--- config.mk ---
export PLATFORM = sky130hd
export DESIGN_NAME = apb_regbank_gen
export DESIGN_NICKNAME = d
export VERILOG_FILES = /design/src/rtl/apb_regbank_gen.sv
export SDC_FILE = /design/constraint.sdc
export NUM_CORES = 1
export LEC_CHECK = 0
export BUFFER_PORTS_ARGS = -buffer_cell sky130_fd_sc_hd__buf_4
export CAP_MARGIN = 30
export CORE_AREA = 2 2 442 444
export CTS_CLUSTER_SIZE = 8
export DETAILED_ROUTE_END_ITERATION = 8
export DIE_AREA = 0 0 444 446
export PLACE_DENSITY = 0.33
export REMOVE_ABC_BUFFERS = 1
export SETUP_SLACK_MARGIN = 0.15
export SLEW_MARGIN = 10
export SYNTH_ARGS = -nofsm -noshare
export SYNTH_HDL_FRONTEND = slang
export SYNTH_SLANG_ARGS = --single-unit
export TNS_END_PERCENT = 20
--- constraint.sdc ---
create_clock -name PCLK -period 4.5 [get_ports PCLK]
set_input_delay 0.9 -clock PCLK [delete_from_list [all_inputs] [get_ports PCLK]]
set_output_delay 0.9 -clock PCLK [all_outputs]
set_load 0.02 [all_outputs]
--- src/rtl/apb_regbank_gen.sv ---
// apb_regbank_gen: parametrised register bank behind the APB slave Reg* handshake.
// Supports configurable depth, width and wait states.
// Read-only registers are sourced live from HwIN.
// Errors are reported on RegSLVERR, and every RW register is exported on RegQ.
// Optional feature macro: REGBANK_STRB_EN adds the RegSTRB byte-strobe port.
module apb_regbank_gen #(
    parameter int                  DATA_WIDTH  = 32,
    parameter int                  ADDR_WIDTH  = 32,
    parameter int                  NUM_REGS    = 16,
    parameter int                  WAIT_STATES = 0,
    parameter logic [NUM_REGS-1:0] RO_MASK     = '0
) (
    input  logic                           PCLK,
    input  logic                           PRESET,
    input  logic [ADDR_WIDTH-1:0]          RegADDR,
    input  logic [DATA_WIDTH-1:0]          RegWDATA,
    input  logic                           RegWRITE,
    input  logic                           RegENABLE,
`ifdef REGBANK_STRB_EN
    input  logic [DATA_WIDTH/8-1:0]        RegSTRB,
`endif
    input  logic [NUM_REGS*DATA_WIDTH-1:0] HwIN,
    output logic [DATA_WIDTH-1:0]          RegRDATA,
    output logic                           RegSLVERR,
    output logic                           RegREADY,
    output logic [NUM_REGS*DATA_WIDTH-1:0] RegQ
);

    localparam int STRB_W = DATA_WIDTH / 8;
    localparam int ALIGN  = $clog2(STRB_W);
    localparam int IDX_W  = (NUM_REGS > 1) ? $clog2(NUM_REGS) : 1;
    localparam int CNT_W  = 4;

    // Low address bits that must be zero for an aligned access (empty for 8-bit data).
    localparam logic [ADDR_WIDTH-1:0] ALIGN_MASK = ADDR_WIDTH'((64'd1 << ALIGN) - 64'd1);
    localparam logic [ADDR_WIDTH-1:0] NUM_REGS_A = ADDR_WIDTH'(NUM_REGS);
    localparam logic [CNT_W-1:0]      WAIT_INIT  = (WAIT_STATES > 0) ? CNT_W'(WAIT_STATES - 1) : {CNT_W{1'b0}};

    typedef enum logic [1:0] {
        ST_IDLE = 2'd0,
        ST_WAIT = 2'd1,
        ST_RESP = 2'd2
    } state_t;

    state_t                  state_r;
    state_t                  state_nxt_s;
    logic [CNT_W-1:0]        cnt_r;
    logic [CNT_W-1:0]        cnt_nxt_s;
    logic                    latch_s;
    logic                    commit_s;

    logic [ADDR_WIDTH-1:0]   addr_r;
    logic [DATA_WIDTH-1:0]   wdata_r;
    logic                    write_r;
    logic [STRB_W-1:0]       strb_r;
    logic [STRB_W-1:0]       strb_in_s;

    logic [ADDR_WIDTH-1:0]   req_addr_s;
    logic [DATA_WIDTH-1:0]   req_wdata_s;
    logic                    req_write_s;
    logic [STRB_W-1:0]       req_strb_s;

    logic [ADDR_WIDTH-1:0]   idx_full_s;
    logic [IDX_W-1:0]        idx_s;
    logic                    misalign_s;
    logic                    out_range_s;
    logic                    ro_s;
    logic                    err_s;
    logic [DATA_WIDTH-1:0]   rd_word_s;
    logic [NUM_REGS-1:0]     wr_en_s;

    logic [DATA_WIDTH-1:0]   regs_r [NUM_REGS];
    logic [DATA_WIDTH-1:0]   rdata_r;
    logic                    slverr_r;
    logic                    ready_r;

`ifdef REGBANK_STRB_EN
    assign strb_in_s = RegSTRB;
`else
    assign strb_in_s = {STRB_W{1'b1}};
`endif

    // Next-state and wait-counter logic; a request is only accepted in IDLE.
    always_comb begin
        state_nxt_s = state_r;
        cnt_nxt_s   = cnt_r;
        latch_s     = 1'b0;
        case (state_r)
            ST_IDLE: begin
                if (RegENABLE) begin
                    latch_s = 1'b1;
                    if (WAIT_STATES == 0) begin
                        state_nxt_s = ST_RESP;
                    end else begin
                        state_nxt_s = ST_WAIT;
                        cnt_nxt_s   = WAIT_INIT;
                    end
                end else begin
                    state_nxt_s = ST_IDLE;
                end
            end
            ST_WAIT: begin
                if (cnt_r == {CNT_W{1'b0}}) begin
                    state_nxt_s = ST_RESP;
                end else begin
                    cnt_nxt_s = cnt_r - CNT_W'(1);
                end
            end
            ST_RESP: begin
                state_nxt_s = ST_IDLE;
            end
            default: begin
                state_nxt_s = ST_IDLE;
                cnt_nxt_s   = {CNT_W{1'b0}};
            end
        endcase
    end

    // The access completes on the edge that enters RESP; with zero wait states that is the accept edge.
    assign commit_s = (state_nxt_s == ST_RESP);

    // Request source: live bus while idle (zero-wait commit), latched copy afterwards.
    always_comb begin
        if (state_r == ST_IDLE) begin
            req_addr_s  = RegADDR;
            req_wdata_s = RegWDATA;
            req_write_s = RegWRITE;
            req_strb_s  = strb_in_s;
        end else begin
            req_addr_s  = addr_r;
            req_wdata_s = wdata_r;
            req_write_s = write_r;
            req_strb_s  = strb_r;
        end
    end

    // Address decode and error classification over the full address width.
    always_comb begin
        idx_full_s  = req_addr_s >> ALIGN;
        idx_s       = idx_full_s[IDX_W-1:0];
        misalign_s  = ((req_addr_s & ALIGN_MASK) != {ADDR_WIDTH{1'b0}});
        out_range_s = (idx_full_s >= NUM_REGS_A);
        if (out_range_s) begin
            ro_s = 1'b0;
        end else begin
            ro_s = RO_MASK[idx_s];
        end
        err_s = misalign_s | out_range_s | (req_write_s & ro_s);
    end

    // Read mux: RO registers return the live HwIN slice, RW registers their stored value.
    always_comb begin
        rd_word_s = {DATA_WIDTH{1'b0}};
        for (int i = 0; i < NUM_REGS; i++) begin
            if (!out_range_s && (idx_s == IDX_W'(i))) begin
                if (RO_MASK[i]) begin
                    rd_word_s = HwIN[i*DATA_WIDTH +: DATA_WIDTH];
                end else begin
                    rd_word_s = regs_r[i];
                end
            end else begin
                rd_word_s = rd_word_s;
            end
        end
    end

    // Per-register write enable, only for a committing error-free write.
    always_comb begin
        wr_en_s = {NUM_REGS{1'b0}};
        for (int i = 0; i < NUM_REGS; i++) begin
            if (commit_s && req_write_s && !err_s && (idx_s == IDX_W'(i))) begin
                wr_en_s[i] = 1'b1;
            end else begin
                wr_en_s[i] = 1'b0;
            end
        end
    end

    // FSM state and wait counter registers.
    always_ff @(posedge PCLK) begin
        if (PRESET) begin
            state_r <= ST_IDLE;
            cnt_r   <= {CNT_W{1'b0}};
        end else begin
            state_r <= state_nxt_s;
            cnt_r   <= cnt_nxt_s;
        end
    end

    // Capture the request at accept so WAIT cycles ignore the bus.
    always_ff @(posedge PCLK) begin
        if (PRESET) begin
            addr_r  <= {ADDR_WIDTH{1'b0}};
            wdata_r <= {DATA_WIDTH{1'b0}};
            write_r <= 1'b0;
            strb_r  <= {STRB_W{1'b0}};
        end else if (latch_s) begin
            addr_r  <= RegADDR;
            wdata_r <= RegWDATA;
            write_r <= RegWRITE;
            strb_r  <= strb_in_s;
        end
    end

    // Response outputs: one-cycle READY, error flag, read data held between reads.
    always_ff @(posedge PCLK) begin
        if (PRESET) begin
            ready_r  <= 1'b0;
            slverr_r <= 1'b0;
            rdata_r  <= {DATA_WIDTH{1'b0}};
        end else if (commit_s) begin
            ready_r  <= 1'b1;
            slverr_r <= err_s;
            if (err_s) begin
                rdata_r <= {DATA_WIDTH{1'b0}};
            end else if (!req_write_s) begin
                rdata_r <= rd_word_s;
            end
        end else begin
            ready_r  <= 1'b0;
            slverr_r <= 1'b0;
        end
    end

    // Register storage with byte-granular update.
    always_ff @(posedge PCLK) begin
        for (int i = 0; i < NUM_REGS; i++) begin
            for (int b = 0; b < STRB_W; b++) begin
                if (PRESET) begin
                    regs_r[i][b*8 +: 8] <= 8'd0;
                end else if (wr_en_s[i] && req_strb_s[b]) begin
                    regs_r[i][b*8 +: 8] <= req_wdata_s[b*8 +: 8];
                end
            end
        end
    end

    // Export RW registers; RO slices read as zero.
    for (genvar g = 0; g < NUM_REGS; g++) begin : g_regq
        if (RO_MASK[g]) begin : g_ro
            assign RegQ[g*DATA_WIDTH +: DATA_WIDTH] = {DATA_WIDTH{1'b0}};
        end else begin : g_rw
            assign RegQ[g*DATA_WIDTH +: DATA_WIDTH] = regs_r[g];
        end
    end

    assign RegREADY  = ready_r;
    assign RegSLVERR = slverr_r;
    assign RegRDATA  = rdata_r;

endmodule

Yosys cells after proc, flatten, opt, wreduce, memory -nomap -nowiden --
Memory sizes are Yosys's and may differ from the RTL's. Cells that the tools add are included.
Word-level totals: bits in registers 106, latch bits 0, memory bits (writable) 512, ROM bits 16, input port bits 580, output and inout port bits 546, logic and storage cells 517, memories kept 2
Memories:
- regs_r | depth 16, width 32, rd ports 16, clocked after memory_dff 0, wr ports 16, line 72 | logic [DATA_WIDTH-1:0] regs_r [NUM_REGS];
- (name not given) | depth 16, width 1, rd ports 1, clocked after memory_dff 0, wr ports 0, line 146 | ro_s = RO_MASK[idx_s];
Operators by class: add/sub/neg operators 1, multipliers 0, divide/modulo/power cells 0, order comparisons 2, eq/ne operators 20, shifts and indexed selects 0, muxes and demuxes 306, bitwise gates (word level) 69, reduce and logical (&&, ||, !) cells 108
Operators by type and width (number):
- 32-bit two-way mux | 20
- 8-bit two-way mux | 64
- 1-bit two-way mux | 216
- 1-bit logical AND | 98
- 1-bit OR | 66
- 4-bit equality test, second input constant | 8
- 32-bit nonzero test | 1
- 30-bit by 5-bit greater-or-equal comparator with 1-bit output, second input constant | 1
- 4-bit by 3-bit equality test with 1-bit output, second input constant | 4
- 4-bit by 2-bit equality test with 1-bit output, second input constant | 2
- 4-bit logical NOT | 2
- 4-bit two-way mux | 2
- 4-bit one-hot mux with 2 select lines | 1
- 4-bit by 5-bit less-than comparator with 1-bit output, second input constant | 1
- 2-bit equality test, second input constant | 2
- 4-bit by 1-bit equality test with 1-bit output, second input constant | 1
- 2-bit two-way mux | 2
- 2-bit one-hot mux with 2 select lines | 1
- 2-bit AND reduction | 2
- 2-bit OR reduction | 2
- 4-bit by 1-bit subtractor with 4-bit output, second input constant | 1
- 2-bit by 1-bit equality test with 1-bit output, second input constant | 1
- 1-bit logical NOT | 2
- 2-bit logical NOT | 1
- 4 further kinds | 5

Longest topological paths before layout --
word-level depth 23, gate-level depth with buffers 12, mapped depth without buffers 10

Worst setup path after synthesis --
No wires, ideal clock.
kind input to register, start point input port RegADDR[13], end point memory regs_r[5][0] (netlist: regs_r[0][160]), enable pin, setup time 0.428 ns, arrival time 3.887 ns, required time 4.072 ns, setup slack 0.184 ns, stages on the path 7, buffers on the path 1, path through nor4_1 -> nand4_1 -> a222oi_1 -> and2_1 -> nand2_2 -> clkbuf_1 -> o21bai_1
RTL lines:
- start, declared | line 15 | input logic [ADDR_WIDTH-1:0] RegADDR,
- end, declared | line 72

Worst setup path after layout --
start point register state_r[1], end point register rdata_r[20] (netlist: RegRDATA[20])
On the way: longest elaborated chain between the ends 23, elaborated cells on any way between the ends 68, those cells by class order compare (1); eq/ne (18); mux (24); bitwise (3); reduce/logical (21); memory (1)
Ends and longest elaborated chain:
- start, declared | line 45 | state_t state_r;
- start signal, assigned | line 185 | state_r <= state_nxt_s;
- 2-bit logical NOT | line 88, 124
- 32-bit two-way mux | line 124 | if (state_r == ST_IDLE) begin
- 30-bit by 5-bit greater-or-equal comparator with 1-bit output | line 142 | out_range_s = (idx_full_s >= NUM_REGS_A);
- 1-bit logical NOT | line 155 | if (!out_range_s && (idx_s == IDX_W'(i))) begin
- 1-bit logical AND | line 155
- 32-bit two-way mux (16 in series) | line 155
- 32-bit two-way mux | line 216 | end else if (!req_write_s) begin
- 32-bit two-way mux | line 214 | if (err_s) begin
- end signal, assigned | line 210 | rdata_r <= {DATA_WIDTH{1'b0}};
- end signal, assigned | line 215 | rdata_r <= {DATA_WIDTH{1'b0}};
- end signal, assigned | line 217 | rdata_r <= rd_word_s;
- end, declared | line 73 | logic [DATA_WIDTH-1:0] rdata_r;
Parallel ways exist; a longest one is shown, timed or not. The select of a mux whose other input is x is not followed. A chain may end at the register's enable or synchronous reset.

==> results.sh <==
export IMPL_cts_post_setup_buffers_inserted=0
export IMPL_pre_cts_ws_ps=207.4
export IMPL_outcome="completed"
export IMPL_clock_path_buffers=3
export IMPL_synth_enable_flop_cells=512
export IMPL_detailedPlacementHpwl_mm=132.5
export IMPL_coreArea_um2=193600
export IMPL_cts_root_buf="sky130_fd_sc_hd__clkbuf_16"
export IMPL_area_growth_pct=47.21
export IMPL_detailedRoute_firstPassIterationCount=8
export IMPL_asyncSetResetFlopFracSynth_pct=0
export IMPL_final_hold_fails=0
export IMPL_clk_latency_ps=720
export IMPL_drt_wirelength_per_cell_um=31.10
export IMPL_detail_route_drc_violations=0
export IMPL_yosys_warnings=0
export IMPL_maxSlewViolCount=0
export IMPL_fp_row_count=162
export IMPL_routed_via_count=23100
export IMPL_final_cells=5654
export IMPL_cpMostUsedCell="sky130_fd_sc_hd__buf_4"
export IMPL_cp_start_kind="register"
export IMPL_tritoncts="built"
export IMPL_ctsHtreeMaxLevel=3
export IMPL_crit_path_end_kind="register"
export IMPL_nNetsFinal=3607
export IMPL_max_slew_margin_rel_pct=26.30
export IMPL_drv_cap=0
export IMPL_design_portCount=1126
export IMPL_syn_area_um2=26190
export IMPL_synth_cell_type_count=74
export IMPL_max_stage_delay_ps=900
export IMPL_post_cts_resize_count=0
export IMPL_timing_limited_maximum_frequency_mhz=251.7
export IMPL_post_route_min_period_ps=3973
export IMPL_design_die_area_um2=198000
export IMPL_powerDensity_nw_per_um2=390.4
export IMPL_grt_antenna_before_repair=23
export IMPL_worstPathCellList="or2_1, buf_4, nand4_1, a222oi_1, buf_12, and2_1, buf_4, o21ai_1, or4_1, nor4_1, or3_1"
export IMPL_final_layout_size_suffix_gt1_share_pct=32.60
export IMPL_worst_r2r_setup_slack_ps=530
export IMPL_die_x_um=444
export IMPL_r2r_start="state_r[1]$_SDFF_PP0_"
export IMPL_grt_setup_unrepaired="no"
export IMPL_initial_core_util_pct=13.53
export IMPL_worst_hold_path_cells=3
export IMPL_worstPathRequired_ps=5150
export IMPL_vias_per_cell=4.086
export IMPL_ir_worst_vdd_mv=0.2897
export IMPL_syn_mean_instance_area_um2=11.33
export IMPL_hp_start="RegWDATA[20]"
export IMPL_grt_first_pass_wirelength_mm=227.5
export IMPL_critical_path_slowest_cell="sky130_fd_sc_hd__a222oi_1"
export IMPL_critical_path_reg2reg_endpoint="RegRDATA[20]$_SDFFE_PP0P_"
export IMPL_first_global_vias=22720
export IMPL_final_critical_path_setup_slack_ps=527.2
export IMPL_grt_total_usage_pct=17.16
export IMPL_synth_ff_latch_count=618
export IMPL_dpl_cell_count=5475
export IMPL_port_buffer_count=613
export IMPL_num_fill_cells=21190
export IMPL_hp_class="in -> reg"
export IMPL_whs_endpoint="wdata_r[20]$_SDFFE_PP0P_"
export IMPL_yosysSeqAreaShare_pct=66.81
export IMPL_dr_first_iter_drc_count=2169
export IMPL_layout_worst_path_cycle_share_pct=88.29
export IMPL_detail_route_wirelength_mm=175.8
export IMPL_most_common_layout_cells="sky130_fd_sc_hd__buf_4 (766), sky130_fd_sc_hd__nor2_1 (560), sky130_fd_sc_hd__edfxtp_1 (512), sky130_fd_sc_hd__nand2_1 (225), sky130_fd_sc_hd__a21oi_1 (156)"
export IMPL_skew_ps=23.94
export IMPL_gp_congestion=0.8048
export IMPL_post_synth_inst_count=2312
export IMPL_setup_viol=0
export IMPL_layout_commonest_cell="sky130_fd_sc_hd__buf_4"
export IMPL_synthFlopType="sky130_fd_sc_hd__edfxtp_1"
export IMPL_grt_remaining_overflow=0
export IMPL_design_power_total_mw=15.05
export IMPL_grt_max_degree=51
export IMPL_cts_hold_fix_buffers=0
export IMPL_reg2reg_depth=11
export IMPL_cts_inserted_buffers=90
export IMPL_clkSlewWorstSetupHoldPaths_ps=60
export IMPL_data_arrival_critical_path_ps=4630
export IMPL_tritoncts_num_sinks=618
export IMPL_die_height_um=446
export IMPL_drt_antenna_violating_nets=0
export IMPL_p_leak_nw=14.43
export IMPL_critical_path_class="reg -> reg"
export IMPL_timing_critical_path_fanout_max=14
export IMPL_worst_slew_pin_transition_ps=1094
## power by group
part           internal, mW  switching (mW)  leakage [nW]  total [mW]
clock network          3.93            2.88          1.31        6.81
registers              6.38           0.191          6.15        6.57
logic                 0.517            1.15          6.97        1.67
## registers in the layout (all words and copies together), names as in the netlist
register,count
regs_r,512
write_r,1
state_r,2
cnt_r,4
RegRDATA,32
addr_r,32
wdata_r,32
RegSLVERR,1
strb_r,1
RegREADY,1
## critical path: cells and delay by family (launching register included)
| kind | cells | cell delay, ps |
|---|---|---|
| buffers and inverters | 3 | 720 |
| AO/OA/AOI/OAI | 2 | 1020 |
| AND/OR/NAND/NOR | 6 | 1820 |
| flip-flops | 1 | 320 |
## logic make-up after synthesis
family / count (synthesis) / synth area share [%]
flops: 618 / 66.81
simple gates: 923 / 14.41
mux: 42 / 1.672
fa+ha+maj: 1 / 0.04777
compound gates: 537 / 13.90
buf+inv: 191 / 3.153
## worst max path at each step
stage	startpoint	end	slack, ps	cells past startpoint
3_3_place_gp	RegADDR[13]	regs_r[0][222]$_SDFFCE_PN0P_	200	10
4_1_cts	state_r[0]$_SDFF_PP0_	regs_r[0][208]$_SDFFCE_PN0P_	500	10
6_report	state_r[1]$_SDFF_PP0_	RegRDATA[20]$_SDFFE_PP0P_	530	11
5_1_grt	state_r[1]$_SDFF_PP0_	RegRDATA[20]$_SDFFE_PP0P_	400	11
3_5_place_dp	RegADDR[13]	regs_r[0][220]$_SDFFCE_PN0P_	210	10
2_1_floorplan	state_r[0]$_SDFF_PP0_	regs_r[1][0]$_SDFFCE_PN0P_	-2050	6
## synth_stat cells, types with 6 or more instances
cell | number | area, um2
sky130_fd_sc_hd__a22o_1 | 19 | 166.4
sky130_fd_sc_hd__buf_1 | 11 | 41.29
sky130_fd_sc_hd__a21oi_1 | 156 | 780.8
sky130_fd_sc_hd__o211ai_1 | 12 | 90.09
sky130_fd_sc_hd__o21ai_1 | 9 | 45.04
sky130_fd_sc_hd__a221oi_1 | 44 | 385.4
sky130_fd_sc_hd__nand2b_1 | 8 | 50.05
sky130_fd_sc_hd__a222oi_1 | 13 | 130.1
sky130_fd_sc_hd__o21a_1 | 11 | 82.58
sky130_fd_sc_hd__o21bai_1 | 14 | 105.1
sky130_fd_sc_hd__a2111oi_0 | 9 | 78.83
sky130_fd_sc_hd__o221ai_1 | 9 | 78.83
sky130_fd_sc_hd__a22oi_1 | 84 | 630.6
sky130_fd_sc_hd__o22ai_1 | 37 | 231.5
sky130_fd_sc_hd__clkbuf_1 | 111 | 416.7
sky130_fd_sc_hd__nor2_1 | 566 | 2125
sky130_fd_sc_hd__dfxtp_1 | 106 | 2122
sky130_fd_sc_hd__o21ai_0 | 58 | 290.3
sky130_fd_sc_hd__nand3_1 | 10 | 50.05
sky130_fd_sc_hd__a31oi_1 | 6 | 37.54
sky130_fd_sc_hd__nand2_1 | 239 | 897.1
sky130_fd_sc_hd__buf_4 | 6 | 45.04
sky130_fd_sc_hd__nor3_1 | 22 | 110.1
sky130_fd_sc_hd__nand4_1 | 9 | 56.30
sky130_fd_sc_hd__nor4_1 | 17 | 106.4
sky130_fd_sc_hd__buf_2 | 56 | 280.3
sky130_fd_sc_hd__nand4b_1 | 6 | 52.55
sky130_fd_sc_hd__or3_1 | 10 | 62.56
sky130_fd_sc_hd__a41oi_1 | 10 | 87.58
sky130_fd_sc_hd__mux2i_1 | 37 | 370.4
sky130_fd_sc_hd__and2_1 | 16 | 100.1
sky130_fd_sc_hd__edfxtp_1 | 512 | 15370
## routing by layer
metal  share of wire [%]  global-route usage (%)  wire (um)  vias to the layer above
li1                    -                       -          -                     9979
met1                  45                   23.50      79210                    11860
met2                  44                   26.42      77590                     1063
met3                 7.9                   4.594      13840                      186
met4                 2.9                   4.740       5111                       10
met5               0.038                       0         66                        -
## cell type report
| type | instances | area [um2] | share of cell area (%) |
|---|---|---|---|
| inverter | 4 | 15.01 | 0.03895 |
| multi-input combinational | 1503 | 8427 | 21.86 |
| clock buffer | 158 | 2609 | 6.767 |
| clock inverter | 9 | 137.6 | 0.3570 |
| tap | 2542 | 3181 | 8.251 |
| sequential | 618 | 17500 | 45.39 |
| antenna | 11 | 27.53 | 0.07141 |
| timing repair buffer | 809 | 6656 | 17.27 |
## per-stage QoR
| stage | TNS [ps] | util (%) | instance area (um2) | hold WS [ps] |
|---|---|---|---|---|
| finish | 0 | 19.91 | 38550 | 439.5 |
| global route | 0 | 19.90 | 38530 | 410.9 |
| CTS | 0 | 19.89 | 38490 | 375.4 |
| detailed placement | 0 | 18.47 | 35750 | 446.5 |
| global placement | 0 | 18.39 | 35600 | 442.5 |
| floorplan | -1600470 | - | 25380 | 425.9 |
Note: power is estimated with default switching activity, not from simulation.
